===== src/rtl/muldiv_unit.sv =====
// Iterative MIPS HI/LO unit: 32-step shift-add multiply and restoring divide,
// owns the architectural HI/LO registers and requests a stall while busy.
module muldiv_unit (
  input  logic        clk,
  input  logic        rst,
  input  logic        valid,
  input  logic [5:0]  opcode,
  input  logic [5:0]  funct,
  input  logic [31:0] rs_val,
  input  logic [31:0] rt_val,
  output logic        busy,
  output logic        stall,
  output logic        done,
  output logic [31:0] hi,
  output logic [31:0] lo,
  output logic [31:0] mf_val
);

  localparam logic [5:0] OP_RTYPE = 6'h00;
  localparam logic [5:0] F_MFHI   = 6'h10;
  localparam logic [5:0] F_MTHI   = 6'h11;
  localparam logic [5:0] F_MFLO   = 6'h12;
  localparam logic [5:0] F_MTLO   = 6'h13;
  localparam logic [5:0] F_MULT   = 6'h18;
  localparam logic [5:0] F_MULTU  = 6'h19;
  localparam logic [5:0] F_DIV    = 6'h1A;
  localparam logic [5:0] F_DIVU   = 6'h1B;

  typedef enum logic [1:0] {IDLE = 2'd0, CALC = 2'd1, FIX = 2'd2} state_t;

  state_t      state_r, state_nx_s;
  logic [4:0]  cnt_r;
  logic [63:0] acc_r;
  logic [31:0] opb_r;
  logic        is_div_r, neg_q_r, neg_r_r, busy_r, done_r;
  logic [31:0] hi_r, lo_r;

  logic        hl_funct_s, md_funct_s, mul_op_s, signed_op_s, hit_s, start_s;
  logic [31:0] mag_a_s, mag_b_s;
  logic        neg_q_s, neg_r_s;
  logic [32:0] mul_sum_s;
  logic [63:0] mul_next_s, div_next_s, prod_s;
  logic        div_ge_s;
  logic [31:0] div_diff_s, quo_s, rem_s;

  function automatic logic [31:0] neg32(input logic [31:0] v);
    neg32 = ~v + 32'd1;
  endfunction

  // Decode of the eight HI/LO functs
  always_comb begin
    hl_funct_s = 1'b0;
    md_funct_s = 1'b0;
    case (funct)
      F_MFHI, F_MTHI, F_MFLO, F_MTLO: begin
        hl_funct_s = 1'b1;
        md_funct_s = 1'b0;
      end
      F_MULT, F_MULTU, F_DIV, F_DIVU: begin
        hl_funct_s = 1'b1;
        md_funct_s = 1'b1;
      end
      default: begin
        hl_funct_s = 1'b0;
        md_funct_s = 1'b0;
      end
    endcase
  end

  assign mul_op_s    = (funct == F_MULT) | (funct == F_MULTU);
  assign signed_op_s = (funct == F_MULT) | (funct == F_DIV);
  assign hit_s       = valid & (opcode == OP_RTYPE) & hl_funct_s;
  assign start_s     = hit_s & md_funct_s & (state_r == IDLE);

  // Operand magnitudes and result signs; a zero divisor keeps the raw
  // dividend unsigned so the restoring loop leaves it as the remainder.
  always_comb begin
    mag_a_s = rs_val;
    mag_b_s = rt_val;
    neg_q_s = 1'b0;
    neg_r_s = 1'b0;
    if (!mul_op_s && (rt_val == 32'd0)) begin
      mag_a_s = rs_val;
      mag_b_s = rt_val;
    end else if (signed_op_s) begin
      mag_a_s = rs_val[31] ? neg32(rs_val) : rs_val;
      mag_b_s = rt_val[31] ? neg32(rt_val) : rt_val;
      neg_q_s = rs_val[31] ^ rt_val[31];
      neg_r_s = rs_val[31];
    end else begin
      mag_a_s = rs_val;
      mag_b_s = rt_val;
    end
  end

  assign mul_sum_s  = {1'b0, acc_r[63:32]} + {1'b0, opb_r};
  assign mul_next_s = acc_r[0] ? {mul_sum_s, acc_r[31:1]} : {1'b0, acc_r[63:1]};
  assign div_ge_s   = acc_r[63:31] >= {1'b0, opb_r};
  assign div_diff_s = acc_r[62:31] - opb_r;
  assign div_next_s = div_ge_s ? {div_diff_s, acc_r[30:0], 1'b1} : {acc_r[62:0], 1'b0};

  assign prod_s = neg_q_r ? (~acc_r + 64'd1) : acc_r;
  assign quo_s  = neg_q_r ? neg32(acc_r[31:0])  : acc_r[31:0];
  assign rem_s  = neg_r_r ? neg32(acc_r[63:32]) : acc_r[63:32];

  // Next-state logic
  always_comb begin
    state_nx_s = state_r;
    case (state_r)
      IDLE:    state_nx_s = start_s ? CALC : IDLE;
      CALC:    state_nx_s = (cnt_r == 5'd0) ? FIX : CALC;
      FIX:     state_nx_s = IDLE;
      default: state_nx_s = IDLE;
    endcase
  end

  // State register
  always_ff @(posedge clk) begin
    if (rst) state_r <= IDLE;
    else     state_r <= state_nx_s;
  end

  // Datapath, HI/LO and status registers
  always_ff @(posedge clk) begin
    if (rst) begin
      cnt_r    <= 5'd0;
      acc_r    <= 64'd0;
      opb_r    <= 32'd0;
      is_div_r <= 1'b0;
      neg_q_r  <= 1'b0;
      neg_r_r  <= 1'b0;
      busy_r   <= 1'b0;
      done_r   <= 1'b0;
      hi_r     <= 32'd0;
      lo_r     <= 32'd0;
    end else begin
      done_r <= 1'b0;
      case (state_r)
        IDLE: begin
          if (start_s) begin
            acc_r    <= {32'd0, mag_a_s};
            opb_r    <= mag_b_s;
            cnt_r    <= 5'd31;
            is_div_r <= ~mul_op_s;
            neg_q_r  <= neg_q_s;
            neg_r_r  <= neg_r_s;
            busy_r   <= 1'b1;
          end else if (hit_s && (funct == F_MTHI)) begin
            hi_r <= rs_val;
          end else if (hit_s && (funct == F_MTLO)) begin
            lo_r <= rs_val;
          end
        end
        CALC: begin
          acc_r <= is_div_r ? div_next_s : mul_next_s;
          if (cnt_r != 5'd0) cnt_r <= cnt_r - 5'd1;
        end
        FIX: begin
          if (is_div_r) begin
            hi_r <= rem_s;
            lo_r <= quo_s;
          end else begin
            hi_r <= prod_s[63:32];
            lo_r <= prod_s[31:0];
          end
          done_r <= 1'b1;
          busy_r <= 1'b0;
        end
        default: busy_r <= 1'b0;
      endcase
    end
  end

  assign stall  = hit_s & busy_r;
  assign mf_val = (funct == F_MFHI) ? hi_r : lo_r;
  assign busy   = busy_r;
  assign done   = done_r;
  assign hi     = hi_r;
  assign lo     = lo_r;

endmodule

===== config.mk =====
export PLATFORM = sky130hd
export DESIGN_NAME = muldiv_unit
export DESIGN_NICKNAME = d
export VERILOG_FILES = /design/src/rtl/muldiv_unit.sv
export SDC_FILE = /design/constraint.sdc
export NUM_CORES = 1
export LEC_CHECK = 0
export CORE_MARGIN = 1
export CORE_UTILIZATION = 35
export DETAILED_ROUTE_END_ITERATION = 7
export SYNTH_ARGS = -nofsm -noshare
export SYNTH_HDL_FRONTEND = slang
export SYNTH_SLANG_ARGS = --single-unit

===== constraint.sdc =====
create_clock -name clk -period 6.57 [get_ports clk]
set_clock_uncertainty 0.2 [all_clocks]
set_input_delay 0.9855 -clock clk [delete_from_list [all_inputs] [get_ports clk]]
set_output_delay 0.9855 -clock clk [all_outputs]
set_load 0.1 [all_outputs]

Word level (Yosys, flattened, before mapping)
Memory sizes are Yosys's and may differ from the RTL's.
Cells that the tools add are included.

storage, ports and cells
  register bits after elaboration = 172
  bits in read-only memories = 64
  bits of input ports = 79
  memories = 1
  output and inout bits = 99

memory list
  name             depth  bits a word  read ports  clocked after memory_dff  write ports  line  source
  (no name shown)  32     2            1           0                         0            54    case (funct)

cells by class
  bitwise logic cells = 15
  equality and inequality tests = 14
  magnitude comparators = 1
  reductions and logical operators = 17
  $add $sub $neg = 8
  mux-type cells = 38

operator list
  cell                                                                number
  32-bit two-way mux                                                  16
  64-bit two-way mux                                                  5
  32-bit by 1-bit adder with 32-bit output, second input constant     4
  32-bit inverter                                                     4
  32-bit one-hot mux with 2 select lines                              2
  64-bit one-hot mux with 2 select lines                              1
  64-bit by 1-bit adder with 64-bit output, second input constant     1
  64-bit inverter                                                     1
  6-bit by 5-bit == test with 1-bit output, second input constant     6
  32-bit by 32-bit adder with 33-bit output                           1
  33-bit by 32-bit >= comparator with 1-bit output                    1
  32-bit zero test                                                    1
  32-bit subtractor                                                   1
  5-bit two-way mux                                                   2
  5-bit one-hot mux with 2 select lines                               1
  2-bit inequality test, second input constant                        4
  1-bit two-way mux                                                   7
  6-bit zero test                                                     1
  2-bit AND reduction                                                 3
  3-bit AND reduction                                                 2
  1-bit AND                                                           5
  5-bit zero test                                                     1
  5-bit nonzero test                                                  1
  5-bit by 1-bit subtractor with 5-bit output, second input constant  1
  14 further kinds                                                    21

Depth between registers and ports, before layout
Gate-level depths: netlist of run 1.

  depth in word-level cells = 8
  depth in mapped cells = 13

Worst setup path after synthesis of run 1
No wires, ideal clock.

  path type = input to register
  start point = input rs_val[9]
  end point = register acc_r[30]
  stages on the path = 8
  library setup time = 0.114 ns
  arrival = 3.308 ns
  slack = 2.947 ns
  path buffers = 0
  path through = or4_1 > or3_1 > or3_1 > nor4_2 > nand2_1 > o31ai_1 > xor2_1 > a2111oi_0

between the ends
  cells in the longest elaborated chain, start to end = 7

ends and longest elaborated chain
  what                                      line  source
  start, declared                           9     input logic [31:0] rs_val,
  32-bit inverter                           47    neg32 = ~v + 32'd1;
  32-bit by 1-bit adder with 32-bit output  47
  32-bit two-way mux                        86    mag_a_s = rs_val[31] ? neg32(rs_val) : rs_val;
  32-bit two-way mux                        85    end else if (signed_op_s) begin
  32-bit two-way mux                        82    if (!mul_op_s && (rt_val == 32'd0)) begin
  64-bit two-way mux                        140   if (start_s) begin
  64-bit one-hot mux with 2 select lines    138   case (state_r)
  end signal, assigned                      141   acc_r <= {32'd0, mag_a_s};
  end signal, assigned                      155   acc_r <= is_div_r ? div_next_s : mul_next_s;
  end, declared                             33    logic [63:0] acc_r;

No other way between the ends. The select of a mux whose other input is x is not followed.
A chain may end at the register's enable or synchronous reset.

Final worst setup path of run 1
  start point = input opcode[1]
  end point = output stall

between the ends
  cells in the longest elaborated chain, start to end = 4

ends and longest elaborated chain
  what                    line  source
  start, declared         7     input logic [5:0] opcode,
  6-bit zero test         72    assign hit_s = valid & (opcode == OP_RTYPE) & hl_funct_s;
  1-bit AND (2 in a row)  72
  1-bit AND               174   assign stall = hit_s & busy_r;
  end, declared           12    output logic stall,

No other way between the ends.

==> results of run 1 <==
cell usage in the layout (no fill, tap or decap), types with 26 or more instances in the layout:
cell,netlist,layout
nor2_1,226,226
buf_4,0,52
a211oi_1,95,95
clkdlybuf4s50_1,0,144
a21o_1,26,26
o21ai_0,137,137
or3_1,26,26
xnor2_1,80,80
dfxtp_1,172,171
nand2_1,152,152
nand3_1,50,50
nor3_1,47,46
inv_1,54,54
a21oi_1,184,184
xor2_1,86,86
mux2i_1,50,50
mux2_2,34,34
ha_1,69,69
kinds of logic after synthesis:
| group | count (synthesis) | synth area share, % |
|---|---|---|
| AOI/OAI and AO/OA | 641 | 28.4 |
| xor gates and xnor gates | 166 | 9.93 |
| adders and majority gates | 71 | 6.17 |
| buffers and inverters | 193 | 5.12 |
| DFF | 172 | 23.5 |
| muxes | 84 | 6.04 |
| and+or+nand+nor | 640 | 20.8 |
stage by stage:
stage	utilization [%]	cell area [um^2]	std cells	setup WS, ns
floorplan	-	14600	1967	2.95
global placement	40.6	16600	2558	2.04
detailed placement	40.6	16600	2558	1.87
CTS	42.0	17200	2589	2.01
global route	42.0	17200	2589	1.84
finish	42.0	17200	2589	1.96
flip-flops by register name, indices dropped and copies added (netlist names):
name      flops
is_div_r      1
neg_q_r       1
lo           32
done          1
opb_r        32
hi           32
busy          1
acc_r        64
state_r       2
cnt_r         5
neg_r_r       1
report_power, final:
group | internal [uW] | switching [uW] | total, uW
clock network | 585 | 485 | 1070
logic | 67.5 | 90.0 | 157
registers | 1040 | 0.481 | 1040
total | 1690 | 575 | 2270
worst reg2reg max path: cells and delay by family (launching register included):
| kind | cells | cell delay, ns |
|---|---|---|
| adder cells (fa/ha/maj) | 2 | 0.68 |
| XOR/XNOR | 1 | 0.32 |
| buffers and inverters | 1 | 0.07 |
| AO/OA/AOI/OAI | 5 | 1.80 |
| AND/OR/NAND/NOR | 3 | 0.54 |
| flip-flops | 1 | 0.63 |
routing by layer:
layer  global-route usage [%]  wire length (um)
met5                        0                 0
met4                     8.19              1590
met3                     3.23              3510
met2                     42.8             25100
met1                     33.3             24300
area by class of cell:
| class | count | area (um^2) | area share, % |
|---|---|---|---|
| clock buffers | 20 | 457 | 2.65 |
| inverters | 56 | 210 | 1.22 |
| flip-flops and latches | 172 | 3450 | 20.0 |
| well taps | 532 | 666 | 3.86 |
| repair buffers | 196 | 1830 | 10.6 |
| clock inverters | 11 | 135 | 0.784 |
| multi-input cells | 1602 | 10500 | 60.8 |
final timing paths:
kind | slack, ns | start | cells past startpoint | end
setup / recovery | 1.96 | opcode[1] | 5 | stall
hold / removal | 0.25 | cnt_r[4] | 1 | state_r[1]
setup reg to reg | 2.23 | acc_r[32] | 12 | acc_r[57]
hold reg to reg | 0.25 | cnt_r[4] | 1 | state_r[1]
==> flow_summary_export.csv, run 1 <==
group,metric,value,unit
sta,whs,0.254,ns
final_layout,area_growth,17.7,%
sta,worstMarginPinSlew,1.05,ns
floorplanning,die-area,0.0426,mm^2
floorplanning,fp-row-count,74,
worst_hold_path,hold_path.class,"flip-flop to flip-flop",
yosys,ys_seq_elements,172,
floorplanning,io_pins,178,
flow_run,drv_cap,0,
floorplanning,coreArea,0.0410,mm^2
sta,finalCriticalPeriod,4.61,ns
setup_path,cp_max_fo,4,
route,wl_per_cell,21.1,um
yosys,yosys_warnings,0,
route,vias,15310,
setup_path,slowest_stage,"clkdlybuf4s50_1",
grt,track_usage,25.4,%
yosys,synth_flop_cell,"dfxtp_1",
cts,clkSlewWorstSetupHoldPaths,0.07,ns
cts,cts_buffers,17,
cts,ctsResizeCount,0,
route,drt_wl_total,54.5,mm
yosys,synth_top_area_share,23.5,%
grt,grt_pass1_wl,83.5,mm
setup_path,cp_top_family,"buffers and inverters",
route,drt_first_pass_iters,8,
setup_path,cpMostUsedCell,"clkdlybuf4s50_1",
setup_path,cp-end-kind,"primary output",
yosys,seq_area_frac_synth,23.5,%
sta,maxSlewHeadroom,29.8,%
run_status,status,"finished with violations",
cts,clock_sinks,172,
cts,post-cts-setup-buffers,0,
final_layout,antennaDiodeCount,0,
yosys,syn_inst,1967,
route,first_iter_violations,1021,
grt,grt_pass1_vias,14309,
floorplanning,initial_core_util,35.7,%
final_layout,nFillCells,4300,
sta,fmax,217,MHz
route,ant_nets,0,
cts,clock_latency,0.46,ns
sta,timing.final.crit_share,70.1,%
cts,cts_htree_levels,4,
grt,antenna_found_initial,0,
grt,grt_overflow,0,
yosys,synth_cell_type_count,81,
power_and_ir_drop,total_power,2270,uW
cts,cts_hold_buffers,0,
power_and_ir_drop,p_leak,0.00639,uW
sta,rsz0062_at_grt,"false",
yosys,synth.most_common_cell,"nor2_1",
cts,clockBufferDepth,2,
sta,finalSetupViolCount,0,
cts,clk_root_buffer_cell,"clkbuf_16",
grt,grt_max_degree,92,
floorplanning,die_width,206,um
yosys,synth_edf_count,0,
setup_path,slowest_delay,1.13,ns
yosys,netlist_area,0.0146,mm^2
placed_design,dp_hpwl,41.2,mm
placed_design,place_congestion,0.908,
setup_path,cp.arrival,3.42,ns
setup_path,crit_required,5.38,ns
setup_path,critPathKind,"input pin to primary output",
sta,hold_violations,0,
setup_path,crit_buf_inv,2,
final_layout,final_nets,2195,
setup_path,start_kind,"input pin",
floorplanning,fp.dieH,206,um
power_and_ir_drop,peakVddDrop,0.157,mV
sta,final_max_slew_viol_count,0,
placed_design,port_buffers,177,
yosys,synth_common_cells,"226 x nor2_1, 184 x a21oi_1, 172 x dfxtp_1, 152 x nand2_1, 137 x o21ai_0",
yosys,synth_top_cell_by_area,"dfxtp_1",
run_status,violations,"design-rule violations",
route,drc,29,
final_layout,final_layout_size_suffix_gt1_share,7.05,%
yosys,async_flop_share,0,%
route,via_per_inst,5.91,
yosys,avgSynthCellArea,7.44,um^2
power_and_ir_drop,power_per_cell_area,132,mW/mm^2
setup_path,path_cells,"clkdlybuf4s50_1 -> nor4b_1 -> and3_1 -> and2_1 -> clkdlybuf4s50_1",
cts,cts_tree,"done",
yosys,syn_nets,2117,
yosys,synth.top_cells.by_area,"dfxtp_1 24%, a21oi_1 6.3%, ha_1 5.9%, nor2_1 5.8%, xor2_1 5.1%",
sta,tns,0,ns
No activity file was read; power rests on OpenSTA's default activity.
==> run 2: changes to the inputs <==
Clock period 6.57 ns to 3.9 ns, I/O delays scaled along.
==> run 2 against run 1 <==
Against the previous run: the run still ends with design-rule violations left; register-to-register slack worse by 1.9 ns; total power grew 68%; combinational power up 83%; sequential power is 69% higher; global-route usage rose by 1.2 points; setup slack lost 1.7 ns; largest cell class unchanged.
==> flow_summary_export.csv, run 2 (synthesized netlist as in run 1, its figures left out) <==
group,metric,value,unit
run_status,status,"finished with violations",
run_status,violations,"design-rule violations",
worst_hold_path,hold_path.class,"flip-flop to flip-flop",
final_layout,fin_util,44.9,%
cts,clkSlewWorstSetupHoldPaths,0.07,ns
route,vias,15746,
sta,finalCriticalPeriod,3.61,ns
sta,hold_violations,0,
setup_path,cp_max_fo,5,
route,drt_wl_total,57.2,mm
worst_hold_path,hold_depth,1,
final_layout,nFillCells,4068,
cts,cts_hold_buffers,0,
final_layout,largest_reg_flops,64,
setup_path,start_kind,"flip-flop",
route,first_iter_violations,1318,
floorplanning,die_width,206,um
sta,finalSetupViolCount,0,
floorplanning,io_pins,178,
grt,track_usage,26.6,%
floorplanning,fp.dieH,206,um
final_layout,mostFrequentLayoutCell,"nor2_1",
cts,post-cts-setup-buffers,0,
sta,timing.final.crit_share,92.6,%
placed_design,dp_hpwl,44.3,mm
sta,maxSlewHeadroom,31.5,%
floorplanning,die-area,0.0426,mm^2
route,drc,30,
cts,cts_tree,"done",
cts,clockBufferDepth,2,
sta,fmax,277,MHz
route,via_per_inst,5.86,
sta,tns,0,ns
floorplanning,coreArea,0.0410,mm^2
power_and_ir_drop,p_leak,0.00698,uW
route,wl_per_cell,21.3,um
floorplanning,fp-row-count,74,
grt,grt_pass1_vias,14738,
setup_path,rr_worst_depth,14,
floorplanning,initial_core_util,35.7,%
final_layout,antennaDiodeCount,0,
setup_path,cp-end-kind,"flip-flop",
grt,antenna_found_initial,0,
final_layout,area_growth,26.0,%
sta,worstMarginPinSlew,1.02,ns
final_layout,final_layout_size_suffix_gt1_share,11.3,%
setup_path,crit_required,4.06,ns
setup_path,critPathKind,"flip-flop to flip-flop",
placed_design,pre_cts_slack,0.0368,ns
final_layout,final_nets,2292,
sta,final_max_slew_viol_count,0,
setup_path,regToRegSetupSlack,0.29,ns
cts,cts_buffers,17,
sta,rsz0062_at_grt,"false",
grt,grt_overflow,0,
grt,grt_pass1_wl,86.7,mm
final_layout,largest-register,"acc_r",
grt,grt_max_degree,68,
power_and_ir_drop,peakVddDrop,0.289,mV
placed_design,place_congestion,0.965,
cts,clock_latency,0.47,ns
route,drt_first_pass_iters,8,
cts,clock_sinks,172,
cts,cts_htree_levels,4,
placed_design,port_buffers,177,
sta,whs,0.248,ns
final_layout,layout_common_cells,"226 x nor2_1, 183 x a21oi_1, 171 x dfxtp_1",
sta,worst_slack,0.287,ns
cts,clk_root_buffer_cell,"clkbuf_16",
flow_run,drv_cap,0,
route,ant_nets,0,
power_and_ir_drop,power_per_cell_area,207,mW/mm^2
setup_path,cp.arrival,3.77,ns
## run 2: cell types whose count changed in the layout (fill, tap and decap cells not counted), sizes merged
cell           before  now
buf                52  150
clkbuf             20   19
clkdlybuf4s50     144  143
clkinv              2    3
clkinvlp            4    3
inv                59   60
## run 2: cell type report
cell class	count	area (um^2)	area share [%]
multi-input cells	1602	10500	56.9
flip-flops and latches	172	3450	18.7
repair buffers	293	3060	16.6
well taps	532	666	3.61
clock buffers	19	433	2.35
inverters	56	210	1.14
clock inverters	12	139	0.753
## run 2: stage by stage
step,instances,total power [uW],instance area (um^2)
6_report,2686,3820,18400
5_1_grt,2686,3920,18400
4_1_cts,2686,3830,18400
3_5_place_dp,2655,2080,17900
3_3_place_gp,2655,2080,17900
2_1_floorplan,1967,1900,14600
## run 2: where the power goes
group	total (uW)	internal (uW)	switching, uW
Clock	1780	950	830
Sequential	1760	1750	0.801
Combinational	287	126	160
## run 2: path summary, 6_finish.rpt
check,start,to
min reg2reg,cnt_r[4],state_r[1]
max reg2reg,acc_r[32],acc_r[57]
max,acc_r[32],acc_r[57]
min,cnt_r[4],state_r[1]
## run 2: worst max-delay path, stage by stage (launching register included)
cell and delay, ns:
dfxtp_1 0.44, ha_1 0.27, inv_1 0.07, fa_1 0.39, nor2b_1 0.23, o31ai_1 0.16, a21oi_2 0.25, nor4_1 0.10
buf_4 0.16, o31ai_1 0.28, buf_4 0.19, a21oi_1 0.08, xnor2_1 0.25, nor2_1 0.09, o41ai_1 0.34
## run 2: per-layer routing
metal	global-route usage, %	up-vias	routed length [um]
li1	-	7574	-
met1	35.3	7390	25200
met2	43.4	669	25800
met3	3.41	113	3970
met4	11.0	0	2240
met5	0	-	0
## run 2: timing repair
item	4_1_cts	5_1_grt
endpoints found under the setup margin	0	1
resized for setup	0	1
endpoints found under the hold margin	0	0
